--- src/rtl/alimentador_instrucoes_pkg.sv ---
// alimentador_instrucoes_pkg: opcodes, halt word and sequencer states.
// Rev 1.0
`default_nettype none

package alimentador_instrucoes_pkg;

   localparam logic [2:0]  OP_MV   = 3'b000;
   localparam logic [2:0]  OP_MVI  = 3'b001;
   localparam logic [2:0]  OP_ADD  = 3'b010;
   localparam logic [2:0]  OP_SUB  = 3'b011;

   localparam logic [15:0] HALT_WORD_DEF = 16'hFFFF;

   typedef enum logic [2:0] {
      IDLE      = 3'd0,
      FETCH_I   = 3'd1,
      FETCH_W   = 3'd2,
      ISSUE     = 3'd3,
      WAIT_DONE = 3'd4,
      HALTED    = 3'd5,
      ERROR     = 3'd6
   } state_t;

   // Words consumed by an instruction: mvi carries its immediate in the next word.
   function automatic logic [1:0] step_of(input logic [2:0] opcode);
      case (opcode)
         OP_MVI:                step_of = 2'd2;
         OP_MV, OP_ADD, OP_SUB: step_of = 2'd1;
         default:               step_of = 2'd1;
      endcase
   endfunction

endpackage

`default_nettype wire

--- src/rtl/alimentador_instrucoes_memoria_programa.sv ---
// alimentador_instrucoes_memoria_programa: DEPTH x 16 RAM, one sync write port, one sync read port.
// Rev 1.0
`default_nettype none

module alimentador_instrucoes_memoria_programa #(
   parameter int unsigned ADDR_W = 5
) (
   input  logic              clk_i,
   input  logic              wr_en_i,
   input  logic [ADDR_W-1:0] wr_addr_i,
   input  logic [15:0]       wr_data_i,
   input  logic [ADDR_W-1:0] rd_addr_i,
   output logic [15:0]       rd_data_o
);

   localparam int unsigned DEPTH = 1 << ADDR_W;

   logic [15:0] mem_q [DEPTH];
   logic [15:0] rd_data_q;

   always_ff @(posedge clk_i) begin
      if (wr_en_i) begin
         mem_q[wr_addr_i] <= wr_data_i;
      end
      rd_data_q <= mem_q[rd_addr_i];
   end

   assign rd_data_o = rd_data_q;

endmodule

`default_nettype wire

--- src/rtl/alimentador_instrucoes.sv ---
// alimentador_instrucoes: program sequencer feeding DIN/Run to the multicycle processor.
// Rev 1.0
`default_nettype none

module alimentador_instrucoes
   import alimentador_instrucoes_pkg::*;
#(
   parameter int unsigned ADDR_W    = 5,
   parameter int unsigned TIMEOUT   = 16,
   parameter logic [15:0] HALT_WORD = HALT_WORD_DEF
) (
   input  logic              Clock,
   input  logic              Resetn,
   input  logic              Start,
   input  logic              Load_en,
   input  logic [ADDR_W-1:0] Load_addr,
   input  logic [15:0]       Load_data,
   input  logic              Done,
   output logic [15:0]       DIN,
   output logic              Run,
   output logic [ADDR_W-1:0] PC,
   output logic              Busy,
   output logic              Halted,
   output logic              Error
);

   localparam int unsigned CNT_W = $clog2(TIMEOUT) + 1;

   state_t            state_q;
   logic [ADDR_W-1:0] pc_q;
   logic [15:0]       instr_q;
   logic [15:0]       din_q;
   logic              run_q;
   logic              busy_q;
   logic              halted_q;
   logic              error_q;
   logic [CNT_W-1:0]  cnt_q;

   logic              idle_like;
   logic              wr_en;
   logic [ADDR_W-1:0] rd_addr;
   logic [15:0]       rom_q;
   logic [1:0]        step;
   logic [ADDR_W:0]   pc_d;

   assign idle_like = (state_q == IDLE) || (state_q == HALTED) || (state_q == ERROR);
   assign wr_en     = Load_en && idle_like;
   // FETCH_W prefetches the word after the instruction so an mvi immediate is ready in ISSUE.
   assign rd_addr   = (state_q == FETCH_W) ? pc_q + ADDR_W'(1) : pc_q;
   assign step      = step_of(instr_q[8:6]);
   assign pc_d      = {1'b0, pc_q} + {{(ADDR_W-1){1'b0}}, step};

   alimentador_instrucoes_memoria_programa #(
      .ADDR_W (ADDR_W)
   ) u_memoria_programa (
      .clk_i     (Clock),
      .wr_en_i   (wr_en),
      .wr_addr_i (Load_addr),
      .wr_data_i (Load_data),
      .rd_addr_i (rd_addr),
      .rd_data_o (rom_q)
   );

   always_ff @(posedge Clock or negedge Resetn) begin
      if (!Resetn) begin
         state_q  <= IDLE;
         pc_q     <= '0;
         instr_q  <= '0;
         din_q    <= '0;
         run_q    <= 1'b0;
         busy_q   <= 1'b0;
         halted_q <= 1'b0;
         error_q  <= 1'b0;
         cnt_q    <= '0;
      end else begin
         run_q <= 1'b0;
         case (state_q)
            IDLE, HALTED, ERROR: begin
               if (Start && !Load_en) begin
                  pc_q     <= '0;
                  halted_q <= 1'b0;
                  error_q  <= 1'b0;
                  busy_q   <= 1'b1;
                  state_q  <= FETCH_I;
               end
            end
            FETCH_I: begin
               state_q <= FETCH_W;
            end
            FETCH_W: begin
               instr_q <= rom_q;
               if (rom_q == HALT_WORD) begin
                  halted_q <= 1'b1;
                  busy_q   <= 1'b0;
                  state_q  <= HALTED;
               end else begin
                  run_q   <= 1'b1;
                  din_q   <= rom_q;
                  state_q <= ISSUE;
               end
            end
            ISSUE: begin
               cnt_q   <= '0;
               din_q   <= (step == 2'd2) ? rom_q : instr_q;
               state_q <= WAIT_DONE;
            end
            WAIT_DONE: begin
               if (Done) begin
                  if (pc_d[ADDR_W]) begin
                     halted_q <= 1'b1;
                     busy_q   <= 1'b0;
                     state_q  <= HALTED;
                  end else begin
                     pc_q    <= pc_d[ADDR_W-1:0];
                     state_q <= FETCH_I;
                  end
               end else begin
                  cnt_q <= cnt_q + CNT_W'(1);
                  if (cnt_q == CNT_W'(TIMEOUT - 2)) begin
                     error_q <= 1'b1;
                     busy_q  <= 1'b0;
                     state_q <= ERROR;
                  end
               end
            end
            default: begin
               busy_q  <= 1'b0;
               state_q <= IDLE;
            end
         endcase
      end
   end

   assign DIN    = din_q;
   assign Run    = run_q;
   assign PC     = pc_q;
   assign Busy   = busy_q;
   assign Halted = halted_q;
   assign Error  = error_q;

endmodule

`default_nettype wire

--- config.mk ---
export PLATFORM = sky130hd
export DESIGN_NAME = alimentador_instrucoes
export DESIGN_NICKNAME = d
export VERILOG_FILES = /design/src/rtl/alimentador_instrucoes_pkg.sv /design/src/rtl/alimentador_instrucoes_memoria_programa.sv /design/src/rtl/alimentador_instrucoes.sv
export SDC_FILE = /design/constraint.sdc
export NUM_CORES = 1
export LEC_CHECK = 0
export ABC_CLOCK_PERIOD_IN_PS = 3600
export BUFFER_PORTS_ARGS = -buffer_cell sky130_fd_sc_hd__buf_2
export CAP_MARGIN = 5
export CORE_MARGIN = 4
export CORE_UTILIZATION = 58
export CTS_BUF_LIST = sky130_fd_sc_hd__clkbuf_8
export CTS_CLUSTER_DIAMETER = 40
export DETAILED_ROUTE_END_ITERATION = 12
export PLACE_DENSITY = 0.9
export SLEW_MARGIN = 20
export SYNTH_ARGS = -nofsm -noshare
export SYNTH_HDL_FRONTEND = slang
export SYNTH_SLANG_ARGS = --single-unit
--- constraint.sdc ---
create_clock -name Clock -period 3.6 [get_ports Clock]
set_clock_uncertainty 0.05 [all_clocks]
set_input_delay 0.18 -clock Clock [delete_from_list [all_inputs] [get_ports Clock]]
set_output_delay 0.18 -clock Clock [all_outputs]
set_load 0.02 [all_outputs]
* After elaboration in Yosys (flattened, before gate mapping) *
Memories as Yosys holds them, arrays and structs flattened. A register that Yosys moved wholly into a read port is not among the register bits.
Index checks and enable logic that the tools add are counted.

storage, ports and cells
  memory bits (writable) = 512
  memories = 1
  input port bits = 26
  output and inout port bits = 25
  word-level logic and storage cells = 88
  bits in registers = 49

cells by class
  add/subtract/negate cells = 3
  multiplexer cells = 35
  eq/ne operators = 20
  bitwise gates (word level) = 1
  reductions and logical operators = 19

memories
  name                      words  bits a word  rd ports  clocked after memory_dff  wr ports  RTL line                                       source
  u_memoria_programa.mem_q  32     16           1         1                         1         alimentador_instrucoes_memoria_programa.sv:18  logic [15:0] mem_q [DEPTH];

operators with widths
  kind                  count
  $mux 16               2
  $pmux 16 s2           1
  $mux 5                5
  $pmux 5 s2            2
  $eq 16x16->1 const B  1
  $mux 1                15
  $mux 3                5
  $pmux 3 s5            1
  $ne 2x2->1 const B    7
  $add 5x1->5 const B   2
  $reduce_and 5->1      2
  $eq 3x3->1 const B    3
  $reduce_and 4->1      2
  $add 5x2->6           1
  $eq 3x1->1 const B    2
  $eq 3x2->1 const B    2
  $ne 3x3->1 const B    2
  $reduce_and 2->1      3
  $reduce_bool 2->1     3
  $eq 5x4->1 const B    1
  $pmux 1 s4            1
  $logic_not 3->1       1
  $pmux 1 s3            1
  $reduce_bool 3->1     1
  other kinds (10)      12

* Depth between registers and ports, before layout *
  depth in word-level cells = 6
  mapped depth = 10
  mapped depth without buffers = 10

* By module *
A second synthesis with hierarchy kept.

unflattened totals
  cell total of the unflattened synthesis = 1410
  area total of the unflattened synthesis = 23313.6 um^2

modules (own cells, without submodules)
  module                                   area each (um^2)  sequential area each (um^2)  cells an instance  times used
  alimentador_instrucoes_memoria_programa  20535.9           15695.1                      1143               1
  alimentador_instrucoes                   2777.7            1226.2                       267                1

* Least setup slack after synthesis *
No wires, ideal clock.

  kind = register to register
  start point = reg state_q[2]
  end point = mem u_memoria_programa.mem_q[2][0] (enable)
  stages on the path, launching flop included = 7
  slack = 0.161 ns
  required time = 3.118 ns
  library setup time = 0.432 ns
  buffers on the path = 1
  clock period less this slack = 3.439 ns
  arrival = 2.958 ns
  path through = dfrtp_1 > buf_1 > nor3_1 > a21o_1 > nand2_1 > or2_2 > nor4_1

between the ends
  cells in the longest elaborated chain, start to end = 6
  elaborated cells between the ends (all ways) = 8
  classes of those cells = 2 x eq/ne; 2 x mux; 4 x reduce/logical

RTL lines
  what                                           RTL line                                       source
  from (decl)                                    alimentador_instrucoes.sv:29                   state_t state_q;
  from (signal assigned)                         alimentador_instrucoes.sv:66                   state_q <= IDLE;
  from (signal assigned)                         alimentador_instrucoes.sv:84                   state_q <= FETCH_I;
  from (signal assigned)                         alimentador_instrucoes.sv:88                   state_q <= FETCH_W;
  $eq 3x3->1 or $logic_not 3->1 (tied branches)  alimentador_instrucoes.sv:46                   assign idle_like = (state_q == IDLE) || (state_q == HALTED) || (state_q == ERROR);
  $logic_or 1x1->1                               alimentador_instrucoes.sv:46
  $logic_or 1x1->1 (*)                           alimentador_instrucoes.sv:46
  $logic_and 1x1->1 (*)                          alimentador_instrucoes.sv:47                   assign wr_en = Load_en && idle_like;
  $mux 1 (*)                                     alimentador_instrucoes_memoria_programa.sv:22  if (wr_en_i) begin
  $mux 1 (implied by the code) (*)               alimentador_instrucoes_memoria_programa.sv:23  mem_q[wr_addr_i] <= wr_data_i;
  to (decl)                                      alimentador_instrucoes_memoria_programa.sv:18

Every way passes the cells marked *; elsewhere a longest branch is shown, timed or not.

* Worst setup path after layout *
  start point = reg state_q[2]
  end point = reg u_memoria_programa.rd_data_q[4], in the netlist u_memoria_programa.rd_data_o[4] (read register of u_memoria_programa.mem_q)

between the ends
  cells in the longest elaborated chain, start to end = 2

RTL lines
  what        RTL line                                       source
  $eq 3x2->1  alimentador_instrucoes.sv:49                   assign rd_addr = (state_q == FETCH_W) ? pc_q + ADDR_W'(1) : pc_q;
  $mux 5      alimentador_instrucoes.sv:49
  to (decl)   alimentador_instrucoes_memoria_programa.sv:19  logic [15:0] rd_data_q;

Every way passes these cells.
A chain may end at the register's enable or synchronous reset.

==> impl_results.md <==
- Wire per inst: 29.5 um
- Relative slew slack: 30.5%
- Final Max Slew Viols: 0
- Slowest CP cell: a311oi_1
- Status: finished, final reports clean
- Post-DP Area: 24000 um2
- Sequential share of power: 42.0%
- Root buffer cell: clkbuf_8
- Internal power: 13.0 mW
- Critical path endpoint category: flop
- Post-Route WL: 59.1 mm
- Final setup fails: 0
- Worst Path Buf+Inv: 2
- TritonRoute pass-1 iters: 8
- Drt drc: 0
- Vias in the first global route: 13515
- Proportion of power drawn by combinational gates: 31.3%
- Reg clk slew, reported paths: 0.06 ns
- Worst EP required: 4.11 ns
- Largest net degree at the start of global routing: 55
- Crit path arrival time: 3.98 ns
- Clk Latency, worst-skew pair: 0.64 ns
- Mapped cell area: 22900 um2
- Instance count on the critical path: 7
- Power density over the cells: 747 nW/um2
- CTS tree: built
- R2R setup slack: 0.12 ns
- CTS buffer count: 85
- Yosys warning count: 0
- Post-CTS Resized: 0
- CP most frequent cell: buf_4
- Layout cells sized above 1: 25.9%
- Die area: 42700 um2
- Tmin final: 3.48 ns
- CP Capture Point: u_memoria_programa.rd_data_o[4]
- Syn avg cell area: 17.7 um2
- Design area: 25700 um2
- Final Net Count: 1446
- Routability cong.: 0.920
- Site Rows: 72
- CP Launch Type: flop
- Mapped Nets: 1322
- CP peak stage delay: 0.91 ns
- Min-delay src: Start
- Clock H-tree levels: 3
- Switching part of the total power: 32.2%
- Final hold viol count: 0
- Total gr overflow: 0
- Fraction of registers with async set/reset: 8.49%
- Syn-to-layout area delta: 12.4%
- Starting Density: 58.9%
- Peak VDD IR: 604 uV
- Global-route wire length before repair: 87.3 mm
- Max cap viols: 0
- Delay-heaviest family, CP: simple AND/OR/NAND/NOR gates
- Vias: 13696
- Clk network pwr share: 26.7%
- CP Class: flop to flop
- Post-route antenna net violation count: 0
- Total track usage: 27.9%
- R2R depth: 7
- Synth Flop Type: edfxtp_1
- Crit share post-route: 96.6%
- Mapped Cells: 1290
- Critical R2R Capture: u_memoria_programa.rd_data_o[4]
- Clk sink count: 577
- Vias per cell: 6.82
- Worst path cell trace: or3b_1 > buf_4 > mux2_2 > buf_4 > nand3_2 > a311oi_1 > or4_1
- Initial antenna violation count: 5
- Fmax: 288 MHz
- Static Leakage: 8.67 nW
- Seq/Total Area, Yosys: 74.0%
- Total Neg Setup Slack: 0 ns
- Post-DP HPWL: 34.5 mm
- Reg2reg start: state_q[2]
- Netlist cell types: 57
- Top Ports: 51
- CTS max path bufs: 3
- Net Sw Power: 6.17 mW
- Core region area: 38800 um2
- Detailed Route Iter0 Violations: 2373
- Worst-margin pin slew: 1.04 ns
- CP Launch Point: state_q[2]
- Crit path max fanout: 27
- Hold Path Class: input port to flop
- Post-synth EDFFs: 512
- Count of input and output buffers: 50
- RSZ-0062 raised after global routing: no
- Die X: 207 um
- FF+latch count, synth: 577
- Die Y: 207 um
[state kept, by name (all words and copies together) (netlist names)]
name	flops
cnt_q	5
DIN	16
Run	1
u_memoria_programa.rd_data_o	16
PC	5
Busy	1
u_memoria_programa.mem_q	512
Error	1
Halted	1
instr_q	16
state_q	3
[power groups by stage]
stage / clock, mW / sequential (mW) / combinational, mW
4_1_cts: 5.15 / 8.05 / 5.94
3_3_place_gp: 0 / 8.16 / 5.65
2_1_floorplan: 0 / 8.17 / 4.17
6_report: 5.13 / 8.07 / 6.00
3_5_place_dp: 0 / 8.18 / 5.85
5_1_grt: 5.48 / 8.10 / 6.36
[cells by family after synthesis]
logic type               count (synthesis)  share of synthesized area, %
adder cells (fa/ha/maj)                  6                         0.361
XOR/XNOR                                 9                         0.460
buffers and inverters                   85                          1.63
AO/OA/AOI/OAI                          115                          3.40
multiplexers                           175                          13.3
flip-flops                             577                          74.0
AND/OR/NAND/NOR                        323                          6.91
[what timing repair did]
| item | 4_1_cts | 5_1_grt |
|---|---|---|
| buffers inserted | 0 | 0 |
| hold buffers | 2 | 0 |
| hold endpoints to repair | 55 | 0 |
[worst min-delay path, delay by kind of cell]
family	cells	cell delay, ns
buf+inv	1	0.11
compound gates	3	0.27
simple gates	1	0.11
[cell usage after synthesis (all sizes together), types with 15 or more instances]
cell	number	share of area [%]
a311oi	15	0.57
nand4	56	1.5
dfxtp	16	1.4
o22ai	15	0.41
o21ai	15	0.33
buf	39	0.88
nor2	63	1.0
a21oi	39	0.85
or4	15	0.49
dfrtp	49	5.4
a221oi	17	0.68
edfxtp	512	67
nand3	41	0.94
clkbuf	35	0.57
nand2	116	1.9
mux2	46	2.3
mux2i	32	1.5
mux4	97	9.6
[layer usage]
layer | part of all wire (%) | vias up | track usage [%]
li1 | - | 5443 | -
met1 | 33 | 6760 | 37.0
met2 | 48 | 1286 | 43.7
met3 | 14 | 203 | 9.06
met4 | 4.5 | 4 | 11.1
met5 | 0.037 | - | 0.230
[layout make-up]
type                       count  area [um2]
fill                        2313       13100
timing repair buffer         111         803
clock inverter                65         374
antenna                        4        10.0
clock buffer                  93        1280
sequential                   577       16900
inverter                      11        41.3
multi-input combinational    628        5630
tap                          518         648
[stage by stage]
stage	total power, mW	setup slack, ns	util, %	hold slack [ns]	instances
after floorplan	12.3	0.161	-	-0.166	1290
after global placement	13.8	0.364	61.9	0.366	1843
after detailed placement	14.0	0.337	61.9	0.371	1843
after CTS	19.1	0.243	66.2	0.00794	2003
after global routing	19.9	0.0235	66.2	0.0483	2004
final	19.2	0.123	66.2	0.0345	2007
[worst min path at each step]
stage | cells past startpoint | end | slack, ns
2_1_floorplan | 0 | Busy | -0.17
3_3_place_gp | 1 | Error | 0.37
5_1_grt | 1 | u_memoria_programa.mem_q[15][8] | 0.05
4_1_cts | 5 | state_q[0] | 0.008
6_report | 5 | state_q[0] | 0.03
3_5_place_dp | 1 | Busy | 0.37
[layout by cell type, fill, tap and decap left out, types with 16 or more instances in the layout]
master,n
a221oi_1,16
nand2_1,116
buf_4,53
mux2i_1,31
nand3_1,39
dfxtp_1,16
nor2_1,62
a21oi_1,38
dfrtp_1,49
edfxtp_1,512
mux2_2,46
clkbuf_8,93
nand4_1,56
inv_1,43
mux4_2,97
buf_2,49
(Power assumes the default switching activity.)
